### src/rtl/board_pkg.sv
// rtl/board_pkg.sv - board widths, piece code ranges, move status codes, colour helper
package board_pkg;

    localparam int ADDR_W = 6;
    localparam int DATA_W = 6;

    localparam logic [DATA_W-1:0] EMPTY = 6'd0;
    localparam logic [DATA_W-1:0] W_MIN = 6'd1;
    localparam logic [DATA_W-1:0] W_MAX = 6'd16;
    localparam logic [DATA_W-1:0] B_MIN = 6'd17;
    localparam logic [DATA_W-1:0] B_MAX = 6'd32;

    typedef enum logic [2:0] {
        OK        = 3'd0,
        ERR_EMPTY = 3'd1,
        ERR_SELF  = 3'd2,
        ERR_SAME  = 3'd3,
        ERR_TURN  = 3'd4
    } move_status_e;

    // Codes above B_MAX are never written here but still count as black.
    function automatic logic is_black(input logic [DATA_W-1:0] code);
        return code >= B_MIN;
    endfunction

endpackage

### src/rtl/board_move_ctrl.sv
// rtl/board_move_ctrl.sv - atomic move sequencer and query arbiter for the board RAM
module board_move_ctrl
    import board_pkg::*;
(
    input  logic              clk,
    input  logic              reset,
    input  logic              mv_valid,
    output logic              mv_ready,
    input  logic [ADDR_W-1:0] mv_from,
    input  logic [ADDR_W-1:0] mv_to,
    output logic              mv_done,
    output logic [2:0]        mv_status,
    output logic [DATA_W-1:0] mv_capt,
    output logic              turn,
    input  logic              q_valid,
    output logic              q_ready,
    input  logic [ADDR_W-1:0] q_addr,
    output logic              q_rvalid,
    output logic [DATA_W-1:0] q_rdata,
    output logic              ram_en,
    output logic              ram_rw,
    output logic [ADDR_W-1:0] ram_addr,
    output logic [DATA_W-1:0] ram_wdata,
    input  logic [DATA_W-1:0] ram_rdata
);

    typedef enum logic [3:0] {
        S_IDLE, S_RD_SRC, S_CHK_SRC, S_RD_DST, S_CHK_DST,
        S_WR_DST, S_WR_SRC, S_MV_DONE, S_Q_RD, S_Q_DONE
    } state_e;

    state_e            state, state_n;
    logic [ADDR_W-1:0] from_r, to_r, q_addr_r;
    logic [DATA_W-1:0] src_r, dst_r, q_rdata_r;
    logic              rr_last_q;
    move_status_e      status_r, src_status;
    logic              src_err, self_err;
    logic              grant_mv, grant_q;

    // Round robin: on contention, move wins only if the query had the last grant.
    assign grant_mv = mv_valid && (!q_valid || rr_last_q);
    assign grant_q  = q_valid && !grant_mv;

    assign mv_status = status_r;
    assign q_rdata   = (state == S_Q_DONE) ? ram_rdata : q_rdata_r;

    // Source checks in priority order: same square, empty source, wrong side.
    always_comb begin
        src_err    = 1'b1;
        src_status = OK;
        if (from_r == to_r)
            src_status = ERR_SAME;
        else if (ram_rdata == EMPTY)
            src_status = ERR_EMPTY;
        else if (is_black(ram_rdata) != turn)
            src_status = ERR_TURN;
        else
            src_err = 1'b0;
    end

    // Destination may not hold a piece of the side to move.
    always_comb begin
        self_err = (ram_rdata != EMPTY) && (is_black(ram_rdata) == turn);
    end

    // State register.
    always_ff @(posedge clk or negedge reset) begin
        if (!reset) state <= S_IDLE;
        else        state <= state_n;
    end

    // Next state, handshakes and RAM port drive.
    always_comb begin
        state_n   = state;
        mv_ready  = 1'b0;
        q_ready   = 1'b0;
        mv_done   = 1'b0;
        q_rvalid  = 1'b0;
        ram_en    = 1'b0;
        ram_rw    = 1'b0;
        ram_addr  = '0;
        ram_wdata = '0;
        case (state)
            S_IDLE: begin
                if (grant_mv) begin
                    mv_ready = 1'b1;
                    state_n  = S_RD_SRC;
                end else if (grant_q) begin
                    q_ready = 1'b1;
                    state_n = S_Q_RD;
                end
            end
            S_RD_SRC: begin
                ram_en   = 1'b1;
                ram_addr = from_r;
                state_n  = S_CHK_SRC;
            end
            S_CHK_SRC: state_n = src_err ? S_MV_DONE : S_RD_DST;
            S_RD_DST: begin
                ram_en   = 1'b1;
                ram_addr = to_r;
                state_n  = S_CHK_DST;
            end
            S_CHK_DST: state_n = self_err ? S_MV_DONE : S_WR_DST;
            S_WR_DST: begin
                ram_en    = 1'b1;
                ram_rw    = 1'b1;
                ram_addr  = to_r;
                ram_wdata = src_r;
                state_n   = S_WR_SRC;
            end
            S_WR_SRC: begin
                ram_en   = 1'b1;
                ram_rw   = 1'b1;
                ram_addr = from_r;
                state_n  = S_MV_DONE;
            end
            S_MV_DONE: begin
                mv_done = 1'b1;
                state_n = S_IDLE;
            end
            S_Q_RD: begin
                ram_en   = 1'b1;
                ram_addr = q_addr_r;
                state_n  = S_Q_DONE;
            end
            S_Q_DONE: begin
                q_rvalid = 1'b1;
                state_n  = S_IDLE;
            end
            default: state_n = S_IDLE;
        endcase
    end

    // Request latching, fetched pieces, result registers (updated on entry to MV_DONE) and turn.
    always_ff @(posedge clk or negedge reset) begin
        if (!reset) begin
            from_r    <= '0;
            to_r      <= '0;
            q_addr_r  <= '0;
            src_r     <= '0;
            dst_r     <= '0;
            q_rdata_r <= '0;
            rr_last_q <= 1'b1;
            status_r  <= OK;
            mv_capt   <= '0;
            turn      <= 1'b0;
        end else begin
            if (mv_ready) begin
                from_r    <= mv_from;
                to_r      <= mv_to;
                rr_last_q <= 1'b0;
            end
            if (q_ready) begin
                q_addr_r  <= q_addr;
                rr_last_q <= 1'b1;
            end
            if (state == S_CHK_SRC) begin
                src_r <= ram_rdata;
                if (src_err) begin
                    status_r <= src_status;
                    mv_capt  <= '0;
                end
            end
            if (state == S_CHK_DST) begin
                dst_r <= ram_rdata;
                if (self_err) begin
                    status_r <= ERR_SELF;
                    mv_capt  <= '0;
                end
            end
            if (state == S_WR_SRC) begin
                status_r <= OK;
                mv_capt  <= dst_r;
            end
            if (state == S_MV_DONE && status_r == OK)
                turn <= ~turn;
            if (state == S_Q_DONE)
                q_rdata_r <= ram_rdata;
        end
    end

endmodule

### config.mk
export PLATFORM = sky130hd
export DESIGN_NAME = board_move_ctrl
export DESIGN_NICKNAME = d
export VERILOG_FILES = /design/src/rtl/board_pkg.sv /design/src/rtl/board_move_ctrl.sv
export SDC_FILE = /design/constraint.sdc
export NUM_CORES = 1
export LEC_CHECK = 0
export BUFFER_PORTS_ARGS = -buffer_cell sky130_fd_sc_hd__buf_2
export CAP_MARGIN = 10
export CELL_PAD_IN_SITES_DETAIL_PLACEMENT = 1
export CELL_PAD_IN_SITES_GLOBAL_PLACEMENT = 1
export CORE_ASPECT_RATIO = 1.2
export CORE_MARGIN = 5
export CORE_UTILIZATION = 43
export CTS_BUF_LIST = sky130_fd_sc_hd__clkbuf_8 sky130_fd_sc_hd__clkbuf_16
export CTS_CLUSTER_SIZE = 25
export DETAILED_ROUTE_END_ITERATION = 12
export PLACE_DENSITY_LB_ADDON = 0.3
export SYNTH_ARGS = -nofsm -noshare
export SYNTH_HDL_FRONTEND = slang
export SYNTH_SLANG_ARGS = --single-unit
export TNS_END_PERCENT = 30
### constraint.sdc
create_clock -name clk -period 4.3 [get_ports clk]
set_input_delay 0.43 -clock clk [delete_from_list [all_inputs] [get_ports clk]]
set_output_delay 0.43 -clock clk [all_outputs]
set_load 0.05 [all_outputs]
### Yosys cells after proc, flatten, opt, wreduce, memory -nomap -nowiden

Index checks and enable logic that the tools add are counted.

* latch bits: 0
* output and inout bits: 34
* input port bits: 28
* RAM bits: 0
* ROM bits: 0
* register bits after elaboration: 51
* memories: 0

* reduce and logical (&&, ||, !) cells: 16
* shift operators: 0
* $add $sub $neg: 0
* mux-type cells: 35
* eq/ne operators: 13
* bitwise operators: 1
* $lt $le $gt $ge: 1
* $mul: 0
* divide/modulo/power cells: 0

Operators with widths (number)
* 2-to-1 mux 6 bit: 7
* case mux 4 bit (8 select lines): 1
* 2-to-1 mux 3 bit: 9
* case mux 6 bit (3 select lines): 1
* == test 4 x 3 -> 1 bit, second input constant: 4
* 2-to-1 mux 1 bit: 14
* == test 4 x 2 -> 1 bit, second input constant: 2
* == test 4 bit, second input constant: 2
* 2-to-1 mux 4 bit: 2
* == test 6 bit: 1
* >= comparator 6 x 5 -> 1 bit, second input constant: 1
* logical NOT 6 bit: 1
* nonzero test 6 bit: 1
* OR reduction 2 bit: 3
* OR reduction 5 bit: 1
* == test 4 x 1 -> 1 bit, second input constant: 1
* logical AND 1 bit: 4
* logical NOT 4 bit: 1
* logical NOT 3 bit: 1
* != test 3 bit, second input constant: 1
* logical NOT 1 bit: 2
* 2-to-1 mux 2 bit: 1
* nonzero test 2 bit: 1
* == test 1 bit: 1
* other kinds (3): 3

### Logic depth before layout (Yosys ltp)

* depth after elaboration: 10
* mapped depth: 7

### Worst setup path before layout

No wires, ideal clock.

* path type: reg-to-output
* start: register state[2]
* end: output port q_rdata[0]
* stages on the path, launching flop included: 5
* arrival: 2.242 ns
* path slack: 1.628 ns
* path through: dfrtp_1 clkbuf_1 nand2b_1 nor2_1 mux2_2

* word-level cells in the longest chain between the ends: 2

Ends and longest elaborated chain
* start, declared: RTL line board_move_ctrl.sv:32 `state_e state, state_n;`
* start signal, assigned: RTL line board_move_ctrl.sv:69 `else state <= state_n;`
* == test 4 bit: RTL line board_move_ctrl.sv:45 `assign q_rdata = (state == S_Q_DONE) ? ram_rdata : q_rdata_r;`
* 2-to-1 mux 6 bit
* end, declared: RTL line board_move_ctrl.sv:19 `output logic [DATA_W-1:0] q_rdata,`

Every way passes these cells.

### Final worst setup path

* start: register state[0]
* end: output port mv_ready

* word-level cells in the longest chain between the ends: 2

Ends and longest elaborated chain
* logical NOT 4 bit: RTL line board_move_ctrl.sv:83 `case (state)`
* 2-to-1 mux 1 bit: RTL line board_move_ctrl.sv:83
* end, declared: RTL line board_move_ctrl.sv:8 `output logic mv_ready,`

Every way passes these cells.

==> summary.txt <==
Power
  • Flop pwr share: 35.7%
  • Pint: 0.00122 W
  • Power Density: 848 nW/um^2
  • Sw power: 0.00125 W
  • Clock network power share: 11.4%
  • Sw frac: 50.8%
  • Gate power share: 52.9%
  • Peak VDD IR: 0.000312 V
  • Leak: 1.53 nW

Floorplan
  • Boundary Pins: 62
  • Die area: 7330 sq um
  • Die width: 79.0 microns
  • Core area: 5590 sq um
  • Rows: 30
  • Die Y: 92.8 microns
  • Starting Density: 43.9%

Clock network
  • Register clock-pin slew on the reported worst setup and hold paths: 0.10 ns
  • CTS max path bufs: 2
  • Clock Sinks: 51
  • CTS Hold Bufs: 0
  • CTS tree: built
  • H-tree depth: 2
  • Cts bufs inserted: 5
  • Root Driver: clkbuf_8
  • Setup bufs post-CTS: 0
  • Post_cts resized: 0
  • Clk Latency, worst-skew pair: 0.31 ns

Drt
  • Residual DRC count: 0
  • Post-Route WL: 6360 microns
  • Iter 0 DRT Violations: 94
  • Wire per inst: 16.6 microns
  • Antenna Nets Post-Route: 0
  • Vias: 2,060
  • Vias/cell: 5.39
  • Total iterations of the first detailed-routing run: 7

Global routing
  • Grt peak-use layer: met2
  • GR met1 Demand/Resource: 20.3%
  • Pin count of the biggest net entering global routing: 52
  • M3 GR Usage: 4.28%
  • First-pass GRT wire length: 10,700 microns
  • Initial antenna violation count: 0
  • Vias in the first global route: 2,297
  • Remaining Overflow, GRT: 0
  • Grt met2 use: 34.3%
  • Total GRT Usage: 18.7%

Critical path
  • Crit path max-delay family: simple AND/OR/NAND/NOR gates
  • CP peak stage delay: 0.55 ns
  • Crit path max fanout: 16
  • Worst path required time: 3.87 ns
  • WS Path Type: reg2out
  • Max stage delay cell, worst path: dfrtp_1
  • Arr. time, crit path: 2.53 ns
  • Worst Path Buf+Inv: 2
  • FF-to-FF Start: state[0]
  • Reg2Reg Depth: 5
  • Worst reg-to-reg setup slack: 1.84 ns
  • Reg2reg end: mv_capt[5]
  • CP Launch Type: flop
  • Crit end category: primary output
  • CP cell instances: nor4_1 -> nand3_1 -> inv_2 -> buf_2

Timing
  • Max frequency: 337 MHz
  • Setup violators final: 0
  • Clk_skew: 0.0120 ns
  • Slew Limit Fails: 0
  • Period utilisation layout: 69.0%
  • Least-Margin Pin Slew: 1.11 ns
  • RSZ-0062 raised after global routing: false
  • Final Hold Fails: 0
  • Fin Setup TNS: 0 ns
  • WHS: 0.227 ns
  • Minimum clock period: 2.96 ns
  • Max_slew headroom: 25.4%

Flow run
  • Max cap viols: 0

Logic synthesis
  • Syn Area/Cell: 9.56 sq um
  • Post-Syn Nets: 285
  • Number of synthesized flops with an enable pin: 0
  • Async SR Flop Fraction: 100%
  • Xor/xnor share of the synthesized area: 3.21%
  • Mux contribution to synthesized area: 6.36%
  • #FFs+latches synth: 51
  • Yosys warns: 0
  • Synth Instances: 257
  • Netlist cell types: 42
  • Cell Area, Synth: 2460 sq um
  • Compound-gate portion of the synthesized area: 9.73%
  • Register area share after synthesis: 52.0%
  • Main synth FF type: dfrtp_1
  • Largest family of logic cells by synthesized area: simple AND/OR/NAND/NOR gates
  • Synth Area in Simple Gates: 24.8%
  • Adder-cell share of the synthesized area: 0%

Finish
  • Most frequent cells in the layout: 83 x nand2_1, 61 x buf_2, 50 x dfrtp_1
  • ANT cells: 0
  • Nets: 345
  • Area delta synth->final: 18.6%
  • Commonest non-fill, non-tap cell in the layout: nand2_1
  • Share of layout cells above drive strength 1: 28.9%

Placement
  • DP HPWL: 4670 microns
  • IO buf count: 61
  • Gp weighted congestion: 0.775

Hold path
  • Hold/Removal Path Class: in2async

Status
  • Outcome: finished clean
## Yosys cell counts, types with 3 or more instances
cell / instances / area share [%]
dfrtp_1: 50 / 51
mux2_1: 6 / 2.7
inv_1: 12 / 1.8
clkbuf_1: 9 / 1.4
nand2_1: 83 / 13
nor3b_1: 4 / 1.2
and2_1: 8 / 2.0
xnor2_1: 5 / 1.8
xor2_1: 4 / 1.4
mux2_2: 7 / 3.2
nor2_1: 9 / 1.4
a222oi_1: 6 / 2.4
nand2b_1: 5 / 1.3
nor3_1: 5 / 1.0
nand3_1: 5 / 1.0
o31ai_2: 6 / 3.1
nor4_1: 3 / 0.76
## cell families (layout without fill, tap and decap cells)
logic type | after synthesis | count (layout)
buf+inv | 25 | 86
xor+xnor | 9 | 9
compound gates | 25 | 25
mux | 14 | 14
simple gates | 133 | 133
flops | 51 | 51
## routing by layer
metal / up-vias / wire length, microns
met4: 0 / 137
met2: 57 / 3340
met1: 1010 / 2620
met5: - / 0
met3: 10 / 261
li1: 983 / -
## registers in the layout (all words and copies together), names as in the netlist
name       count
dst_r          6
from_r         6
mv_capt        6
q_addr_r       6
q_rdata_r      6
src_r          6
to_r           6
state          4
mv_status      3
rr_last_q      1
turn           1
## metrics by stage
stage / std cells / util [%] / power [W] / setup slack (ns) / cell area [sq um]
3_5_place_dp: 374 / 50.6 / 0.00221 / 1.68 / 2830
6_report: 382 / 52.1 / 0.00247 / 1.34 / 2920
3_3_place_gp: 374 / 50.6 / 0.00216 / 1.79 / 2830
4_1_cts: 382 / 52.1 / 0.00251 / 1.30 / 2920
5_1_grt: 382 / 52.1 / 0.00265 / 1.07 / 2920
2_1_floorplan: 257 / - / 0.00187 / 1.63 / 2460
## worst register-to-register path, delay by kind of cell (launching register included)
kind	cells	cell delay [ns]
flip-flops	1	0.55
AO/OA/AOI/OAI	2	0.28
AND/OR/NAND/NOR	3	1.47
## worst max-delay path by stage
stage,from,endpoint,slack [ns],cells past startpoint
final,state[0],mv_ready,1.34,4
after global routing,state[0],mv_ready,1.07,4
after CTS,state[0],mv_ready,1.30,4
after detailed placement,state[0],mv_ready,1.68,4
after global placement,state[0],mv_ready,1.79,4
after floorplan,state[2],q_rdata[0],1.63,4
## area by class of cell
type	instances	area, sq um
Sequential cell	51	1280
Multi-Input combinational cell	181	1090
Clock inverter	3	18.8
Inverter	14	52.6
Clock buffer	5	68.8
Tap cell	64	80.1
Timing Repair Buffer	64	328
Fill cell	686	2680
## power groups by stage
stage	Clock [W]	Sequential (W)	Combinational [W]
finish	0.000281	0.000883	0.00131
global placement	0	0.000875	0.00128
detailed placement	0	0.000895	0.00132
floorplan	0	0.000922	0.000947
CTS	0.000290	0.000886	0.00133
global route	0.000311	0.000913	0.00143
No activity file was read; power rests on OpenSTA's default activity.
